$ cat config.mk
export PLATFORM = sky130hd
export DESIGN_NAME = clk_div_prog
export DESIGN_NICKNAME = d
export VERILOG_FILES = /design/src/rtl/clk_div_pkg.sv /design/src/rtl/clk_div_shadow.sv /design/src/rtl/clk_div_prog.sv
export SDC_FILE = /design/constraint.sdc
export NUM_CORES = 1
export LEC_CHECK = 0
export ABC_AREA = 1
export CORE_MARGIN = 4
export CORE_UTILIZATION = 35
export DETAILED_ROUTE_END_ITERATION = 7
export PLACE_DENSITY = 0.56
export SYNTH_ARGS = -nofsm -noshare
export SYNTH_HDL_FRONTEND = slang
export SYNTH_HIERARCHICAL = 1
export SYNTH_SLANG_ARGS = --single-unit
$ cat constraint.sdc
create_clock -name clk -period 3.8 [get_ports clk]
set_clock_uncertainty 0.2 [all_clocks]
set_input_delay 0.38 -clock clk [delete_from_list [all_inputs] [get_ports clk]]
set_output_delay 0.38 -clock clk [all_outputs]
set_load 0.05 [all_outputs]
$ cat src/rtl/clk_div_pkg.sv
// Shared types and helpers for the programmable clock divider (clk_div_prog).
package clk_div_pkg;

  typedef enum logic [1:0] {
    IDLE  = 2'd0,
    RUN   = 2'd1,
    DRAIN = 2'd2
  } state_t;

  localparam int MIN_DIV = 2;

  // High-phase length of a period of n cycles: ceil(n/2).
  function automatic logic [31:0] hi_cycles(input logic [31:0] n);
    return n - (n >> 1);
  endfunction

endpackage

$ cat src/rtl/clk_div_shadow.sv
// Divisor shadow register: clamps and holds a pending divisor, swaps it into
// the active divisor on i_apply (or immediately while idle) and strobes o_ack.
module clk_div_shadow
  import clk_div_pkg::*;
#(
  parameter int CNT_W       = 26,
  parameter int DIV_DEFAULT = 32
) (
  input  logic             clk,
  input  logic             rst_n,
  input  logic             i_load,
  input  logic [CNT_W-1:0] i_val,
  input  logic             i_idle,
  input  logic             i_apply,
  output logic [CNT_W-1:0] o_div,
  output logic             o_ack
);

  logic [CNT_W-1:0] r_div;
  logic [CNT_W-1:0] r_pend_val;
  logic             r_pend;
  logic             r_idle_ack;
  logic             r_ack;
  logic [CNT_W-1:0] w_clamped;
  logic [CNT_W-1:0] w_idle_next;

  assign w_clamped   = (i_val < CNT_W'(MIN_DIV)) ? CNT_W'(MIN_DIV) : i_val;
  assign w_idle_next = i_load ? w_clamped : r_pend_val;

  always_ff @(posedge clk or negedge rst_n) begin
    if (!rst_n) begin
      r_div      <= CNT_W'(DIV_DEFAULT);
      r_pend     <= 1'b0;
      r_idle_ack <= 1'b0;
      r_ack      <= 1'b0;
    end else begin
      r_idle_ack <= 1'b0;
      r_ack      <= r_idle_ack;
      if (i_idle) begin
        // No period in flight: a new or leftover pending divisor takes effect now.
        if (i_load || r_pend) begin
          r_div      <= w_idle_next;
          r_pend     <= 1'b0;
          r_idle_ack <= 1'b1;
        end
      end else begin
        if (i_apply && r_pend) begin
          r_div  <= r_pend_val;
          r_pend <= 1'b0;
          r_ack  <= 1'b1;
        end
        // A load on the wrap edge re-arms pending for the following wrap.
        if (i_load) r_pend <= 1'b1;
      end
    end
  end

  // NOTE: the pending value is only consumed while r_pend is set, so it is a
  // plain data register with no reset; keep it out of the reset block.
  always_ff @(posedge clk) begin
    if (i_load && !i_idle) r_pend_val <= w_clamped;
  end

  assign o_div = r_div;
  assign o_ack = r_ack;

endmodule

$ cat src/rtl/clk_div_prog.sv
// Runtime-programmable integer clock divider with graceful stop.
// Optional macro CLK_DIV_PERIOD_CNT_EN adds a 16-bit o_tick counter port.
module clk_div_prog
  import clk_div_pkg::*;
#(
  parameter int CNT_W       = 26,
  parameter int DIV_DEFAULT = 32
) (
  input  logic             clk,
  input  logic             rst_n,
  input  logic             en,
  input  logic [CNT_W-1:0] div_val,
  input  logic             div_load,
  output logic             div_ack,
`ifdef CLK_DIV_PERIOD_CNT_EN
  output logic [15:0]      period_cnt,
`endif
  output logic             o_clk,
  output logic             o_tick,
  output logic             running
);

  state_t           r_state;
  logic [CNT_W-1:0] r_cnt;
  logic             r_clk;
  logic             r_tick;
  logic [CNT_W-1:0] w_div;
  logic [CNT_W-1:0] w_hi;
  logic [CNT_W-1:0] w_cnt_inc;
  logic             w_wrap;

  assign w_hi      = CNT_W'(hi_cycles(32'(w_div)));
  assign w_cnt_inc = r_cnt + 1'b1;
  assign w_wrap    = (r_state != IDLE) && (r_cnt == w_div - 1'b1);

  clk_div_shadow #(
    .CNT_W       (CNT_W),
    .DIV_DEFAULT (DIV_DEFAULT)
  ) u_shadow (
    .clk     (clk),
    .rst_n   (rst_n),
    .i_load  (div_load),
    .i_val   (div_val),
    .i_idle  (r_state == IDLE),
    .i_apply (w_wrap),
    .o_div   (w_div),
    .o_ack   (div_ack)
  );

  // NOTE: every flop here uses non-blocking assignment so all of them sample
  // the pre-edge values of r_cnt/r_state regardless of statement order.
  always_ff @(posedge clk or negedge rst_n) begin
    if (!rst_n) begin
      r_state <= IDLE;
      r_cnt   <= '0;
      r_clk   <= 1'b0;
      r_tick  <= 1'b0;
    end else begin
      r_tick <= 1'b0;
      case (r_state)
        IDLE: begin
          r_cnt <= '0;
          r_clk <= 1'b0;
          if (en) begin
            r_state <= RUN;
            r_clk   <= 1'b1;
            r_tick  <= 1'b1;
          end
        end
        default: begin
          if (w_wrap) begin
            r_cnt <= '0;
            if (en) begin
              r_state <= RUN;
              r_clk   <= 1'b1;
              r_tick  <= 1'b1;
            end else begin
              r_state <= IDLE;
              r_clk   <= 1'b0;
            end
          end else begin
            // Mid-period: RUN and DRAIN count identically, en only picks the label.
            r_cnt   <= w_cnt_inc;
            r_clk   <= (w_cnt_inc < w_hi);
            r_state <= en ? RUN : DRAIN;
          end
        end
      endcase
    end
  end

`ifdef CLK_DIV_PERIOD_CNT_EN
  logic [15:0] r_period_cnt;

  always_ff @(posedge clk or negedge rst_n) begin
    if (!rst_n)      r_period_cnt <= '0;
    else if (r_tick) r_period_cnt <= r_period_cnt + 16'd1;
  end

  assign period_cnt = r_period_cnt;
`endif

  assign o_clk   = r_clk;
  assign o_tick  = r_tick;
  assign running = (r_state != IDLE);

endmodule

==> results.sh, run 1 <==
export IMPL_outcome="completed"
export IMPL_drc=0
export IMPL_worst_pin_slew_ns=0.8096
export IMPL_wl_per_cell_um=15.22
export IMPL_power_density_nw_per_um2=468.6
export IMPL_firstDrtPassIters=6
export IMPL_hold_class="flop to flop"
export IMPL_preCtsSetupSlack_ns=-0.01095
export IMPL_cp_required_ns=3.90
export IMPL_antenna_found_initial=0
export IMPL_vdd_drop_max_uv=224.3
export IMPL_async_reset_ff_share_pct=69.41
export IMPL_ys_ff_latch=85
export IMPL_final_nets=1277
export IMPL_grt_pass1_vias=6738
export IMPL_p_sw_share_pct=45.19
export IMPL_hold_depth=2
export IMPL_layout_drive_gt1_share_pct=7.850
export IMPL_cts_tree="built"
export IMPL_synthCells=1131
export IMPL_final_antenna_net_count=0
export IMPL_diodes=0
export IMPL_clkLatencyLatePin_ns=0.36
export IMPL_grt_max_degree=35
export IMPL_first_iter_violations=412
export IMPL_die_h_um=156.7
export IMPL_syn_avg_cell_area_um2=6.843
export IMPL_grt_overflow=0
export IMPL_wirelength_mm=22.10
export IMPL_path_max_fanout=5
export IMPL_core_region_area_um2=21760
export IMPL_reg2reg_slack_ns=0.22
export IMPL_place_inst=1434
export IMPL_reg2reg_from="u_shadow/o_div[5]"
export IMPL_intPower_mw=2.256
export IMPL_final_setup_worst_slack_ns=0.2246
export IMPL_grt_usage_pct=18.40
export IMPL_synth_cell_types=48
export IMPL_syn_area_um2=7740
export IMPL_hold_viol=0
export IMPL_setup_viol=0
export IMPL_cts_clk_slew_worst_paths_ns=0.07
export IMPL_p_switching_mw=1.860
export IMPL_cts_inserted_buffers=9
export IMPL_synth_warnings=6
export IMPL_numPortBuffers=33
export IMPL_area_delta_synth_final_pct=13.50
export IMPL_cts_root_buf="clkbuf_16"
export IMPL_timing_rr_end="o_clk"
export IMPL_arrival_ns=3.67
export IMPL_tns_ns=0
export IMPL_holdPathEnd="u_shadow/o_ack"
export IMPL_drv_cap=0
export IMPL_p_comb_share_pct=51.5
export IMPL_timing_fmax_ghz=0.2797
export IMPL_synth_flop_cell="dfrtp_1"
export IMPL_synth_top_area_cell="dfrtp_1"
export IMPL_gp_congestion=0.9418
export IMPL_seq_power_share_pct=26.9
export IMPL_clkPwrFrac_pct=21.6
export IMPL_dieArea_um2=24560
export IMPL_ios=34
export IMPL_crit_path_start_kind="flop"
export IMPL_yosys_cell_count_top_type="nand2_1"
export IMPL_grt_pass1_wl_mm=35.11
export IMPL_utilization_pct=40.38
export IMPL_synthTopCellsByCount="nand2_1 (271), inv_1 (178), nor2_1 (144), ha_1 (79), nand3_1 (65)"
export IMPL_initial_core_util_pct=35.58
export IMPL_min_from="u_shadow/r_idle_ack"
export IMPL_crit_type="flop to flop"
export IMPL_via_per_inst=4.845
export IMPL_die_w_um=156.7
export IMPL_leakage_nw=4.429
export IMPL_synth_fp_nets=1241
export IMPL_synth_top_cell_area_share_pct=18.75
export IMPL_slew_viol_final=0
export IMPL_fin_crit_sh_pct=94.09
export IMPL_ctsLongestPathBuffers=2
export IMPL_crit_start="u_shadow/o_div[5]"
export IMPL_dr_total_vias=7035
export IMPL_fin_cells=1452
export IMPL_min_period_ns=3.575
export IMPL_dp_hpwl_mm=18.39
export IMPL_power_mw=4.117
export IMPL_core_rowCount=54
export IMPL_htree_num_levels=3
export IMPL_seq_area_frac_synth_pct=29.18
export IMPL_ff2ff_path_depth=19
export IMPL_end_kind="flop"
export IMPL_cts_sinks=85
export IMPL_synth_area_leaders="dfrtp_1 (19%), nand2_1 (13%), ha_1 (13%)"
export IMPL_synth_edf_count=26
export IMPL_slew_headroom_pct=45.83
timing repair:
| action | CTS | global route |
|---|---|---|
| hold endpoints to repair | 32 | 0 |
| resized for setup | 1 | 13 |
| pin swaps | 0 | 1 |
| hold buffers | 1 | 0 |
| setup endpoints to repair | 1 | 15 |
| setup buffers | 0 | 1 |
stage by stage:
step | hold WS (ns) | area (um2)
detailed placement | 0.2268 | 8424
CTS | 0.2471 | 8720
global placement | 0.2289 | 8424
finish | 0.2403 | 8785
floorplan | -0.1156 | 7740
global route | 0.2539 | 8785
state kept, by name, indices dropped and copies added, names as in the netlist, 2 cells and up:
| register | flops |
|---|---|
| r_cnt | 26 |
| r_state | 2 |
| u_shadow/o_div | 26 |
| u_shadow/r_pend_val | 26 |
power groups by stage:
stage	sequential [mW]	clock [mW]	combinational, mW
5_1_grt	1.12	0.943	2.40
3_5_place_dp	1.12	0	2.05
6_report	1.11	0.891	2.12
3_3_place_gp	1.12	0	2.04
2_1_floorplan	1.13	0	1.44
4_1_cts	1.11	0.908	2.06
worst max-delay path, stage by stage, from the launching register on:
cell and delay (ns):
dfstp_2 0.62, inv_1 0.11, ha_1 0.35, inv_1 0.11, nand2_1 0.09, o21a_1 0.20, o21ai_0 0.19, nand2_1 0.08
nand3_1 0.18, nand2_1 0.09, nand2_1 0.08, xor2_1 0.19, ha_1 0.26, nand2_1 0.09, nor2_1 0.05, a211oi_1 0.22
o31ai_1 0.11, nor2_1 0.16, nand2_1 0.07, nand2_1 0.06
how the worst max path moves through the flow:
| stage | end | slack, ns | depth (start not counted) |
|---|---|---|---|
| 5_1_grt | o_clk | -0.008 | 20 |
| 3_5_place_dp | o_clk | -0.01 | 20 |
| 4_1_cts | o_clk | 0.13 | 20 |
| 6_report | o_clk | 0.22 | 19 |
| 3_3_place_gp | o_clk | -0.01 | 20 |
| 2_1_floorplan | o_clk | 0.57 | 19 |
cells by family after synthesis:
kind of cell	share of synthesized area [%]
AO/OA/AOI/OAI	9.360
flip-flops	29.18
XOR/XNOR	6.676
adder cells (fa/ha/maj)	13.03
buffers and inverters	11.64
AND/OR/NAND/NOR	30.12
placed cells by master (no fill, tap or decap), types with 2 or more instances in the layout:
master	synthesis	final
ha_1	79	77
or2_2	5	5
clkinv_4	0	2
buf_4	2	30
nand2_4	1	2
clkbuf_16	0	9
dfrtp_1	58	58
xnor2_1	11	11
clkdlybuf4s50_1	0	32
nand3_1	65	65
o211ai_1	2	2
o21ai_0	51	50
o21ai_2	1	2
a21o_1	2	2
nor4_1	8	8
o21ai_1	21	21
nand2_2	6	5
xor2_1	48	47
a21oi_1	42	41
o21bai_1	3	3
nor2_2	14	15
inv_1	178	177
nor3_1	13	12
edfxtp_1	26	26
nor2_1	144	143
nand2_1	271	271
inv_2	4	5
inv_8	0	2
a211oi_1	3	3
nand4_1	19	19
routing by layer:
metal / routed length (um) / GRT usage, % / up-vias
li1: - / - / 3645
met1: 10690 / 25.18 / 3221
met2: 10040 / 30.95 / 143
met3: 941 / 2.351 / 26
met4: 422 / 4.421 / 0
met5: 0 / 0 / -
final cells by class:
cell class                 instances  area [um2]
inverter                         183       689.4
fill                            2358       12970
timing repair buffer              64       560.5
sequential                        85        2258
clock buffer                      10       229.0
tap                              280       350.3
clock inverter                     6       56.30
multi-input combinational        824        4641
(Power assumes the default switching activity.)
==> inputs of run 2 (changes only) <==
--- a/config.mk
+++ b/config.mk
@@ -8,7 +8,10 @@
 export ABC_AREA = 1
 export CORE_MARGIN = 4
 export CORE_UTILIZATION = 35
+export CTS_CLUSTER_DIAMETER = 80
 export DETAILED_ROUTE_END_ITERATION = 7
+export GPL_ROUTABILITY_DRIVEN = 0
+export HOLD_SLACK_MARGIN = 0.15
 export PLACE_DENSITY = 0.56
 export SYNTH_ARGS = -nofsm -noshare
 export SYNTH_HDL_FRONTEND = slang
==> results.sh, run 2 (synthesis results as in run 1) <==
export IMPL_area_delta_synth_final_pct=13.05
export IMPL_cpPeakStageDelay_ns=0.50
export IMPL_crit_slowest_cell="dfrtp_1"
export IMPL_numPortBuffers=33
export IMPL_slew_viol_final=0
export IMPL_firstDrtPassIters=5
export IMPL_leakage_nw=4.414
export IMPL_ios=34
export IMPL_worst_pin_slew_ns=0.6831
export IMPL_setup_viol=0
export IMPL_drc=0
export IMPL_grt_overflow=0
export IMPL_mostFrequentLayoutCells="nand2_1 (271), inv_1 (178), nor2_1 (143)"
export IMPL_drv_cap=0
export IMPL_cp_required_ns=3.89
export IMPL_end_kind="flop"
export IMPL_grt_max_degree=31
export IMPL_dp_hpwl_mm=18.30
export IMPL_final_antenna_net_count=0
export IMPL_layout_commonest_cell="nand2_1"
export IMPL_path_cells="inv_1 > ha_1 > nor2_1 > nand2_1 > nor4_1 > nand3_1 > nand3_1 > xor2_1 > ha_1 > a21oi_1 > nor2_1 > a2111oi_1 > o31ai_1 > nor2_1 > nand2_1 > nand2_1"
export IMPL_crit_type="flop to flop"
export IMPL_final_nets=1274
export IMPL_reg2reg_from="u_shadow/o_div[15]"
export IMPL_first_iter_violations=558
export IMPL_slew_headroom_pct=54.46
export IMPL_ff2ff_path_depth=16
export IMPL_cts_clk_slew_worst_paths_ns=0.07
export IMPL_die_h_um=156.7
export IMPL_fin_crit_sh_pct=92.29
export IMPL_arrival_ns=3.60
export IMPL_cts_sinks=85
export IMPL_grt_pass1_wl_mm=34.71
export IMPL_hold_depth=2
export IMPL_hold_ws_ns=0.2371
export IMPL_holdPathEnd="u_shadow/o_ack"
export IMPL_grt_usage_pct=18.17
export IMPL_dr_total_vias=6933
export IMPL_dieArea_um2=24560
export IMPL_timing_rr_end="o_clk"
export IMPL_die_w_um=156.7
export IMPL_diodes=0
export IMPL_via_per_inst=4.785
export IMPL_path_max_fanout=5
export IMPL_tns_ns=0
export IMPL_initial_core_util_pct=35.58
export IMPL_vdd_drop_max_uv=319.0
export IMPL_cts_inserted_buffers=9
export IMPL_layout_drive_gt1_share_pct=7.100
export IMPL_cts_root_buf="clkbuf_16"
export IMPL_clkLatencyLatePin_ns=0.35
export IMPL_crit_path_start_kind="flop"
export IMPL_wirelength_mm=21.87
export IMPL_min_from="u_shadow/r_idle_ack"
export IMPL_cts_tree="built"
export IMPL_hold_viol=0
export IMPL_core_rowCount=54
export IMPL_core_region_area_um2=21760
export IMPL_power_density_nw_per_um2=472.3
export IMPL_timing_fmax_ghz=0.2851
export IMPL_ctsLongestPathBuffers=2
export IMPL_outcome="completed"
export IMPL_grt_pass1_vias=6644
export IMPL_hold_class="flop to flop"
export IMPL_rsz0062_at_grt="false"
export IMPL_min_period_ns=3.507
export IMPL_htree_num_levels=3
export IMPL_wl_per_cell_um=15.09
export IMPL_reg2reg_slack_ns=0.29
export IMPL_antenna_found_initial=0
-- run 2: area by class of cell --
| cell class | count | area, um2 |
|---|---|---|
| clock inverters | 6 | 71.32 |
| multi-input cells | 824 | 4613 |
| well taps | 280 | 350.3 |
| clock buffers | 10 | 229.0 |
| inverters | 183 | 689.4 |
| fillers | 2323 | 13010 |
| flip-flops and latches | 85 | 2258 |
| repair buffers | 61 | 538.0 |
-- run 2: how the worst max path moves through the flow --
stage                                  start                end  slack [ns]  cells after the start
after global placement     u_shadow/o_div[2]              o_clk        0.28                     19
after global routing       u_shadow/o_div[2]  u_shadow/o_div[4]        0.01                     19
after floorplan            u_shadow/o_div[0]              o_clk        0.57                     19
final                     u_shadow/o_div[15]              o_clk        0.29                     16
after detailed placement   u_shadow/o_div[2]              o_clk        0.20                     20
after CTS                  u_shadow/o_div[2]              o_clk        0.18                     20
-- run 2: stage by stage --
stage	utilization, %	power (mW)	setup WS (ns)	std cells	instance area (um2)
floorplan	-	2.564	0.5684	1131	7740
global placement	38.62	3.143	0.2761	1431	8402
detailed placement	38.62	3.154	0.1956	1431	8402
CTS	40.04	4.100	0.1752	1448	8712
global route	40.22	4.476	0.01346	1449	8750
finish	40.22	4.132	0.2930	1449	8750
-- run 2: power by group --
group          leakage [nW]  switching (mW)  internal, mW
Sequential             1.01          0.0791          1.03
Combinational          3.27            1.34         0.748
Clock                 0.140           0.421         0.517
-- run 2: worst max-delay path: cells and delay by family (launching register included) --
kind                       cells  cell delay (ns)
DFF                            1             0.50
AOI/OAI and AO/OA              3             0.59
xor gates and xnor gates       1             0.15
buffers and inverters          1             0.13
adders and majority gates      2             0.59
and+or+nand+nor                9             1.29
-- run 2: metal layers --
layer,share of wire (%),global-route usage (%),up-vias
li1,-,-,3644
met1,48,24.84,3095
met2,45,30.21,161
met3,4.7,2.102,33
met4,2.3,5.537,0
met5,0,0,-
-- run 2: what timing repair did --
action / CTS / global route
buffers inserted: 0 / 1
hold endpoints to repair: 29 / 0
hold buffers: 1 / 0
setup endpoints to repair: 0 / 1
gates resized for setup: 0 / 8
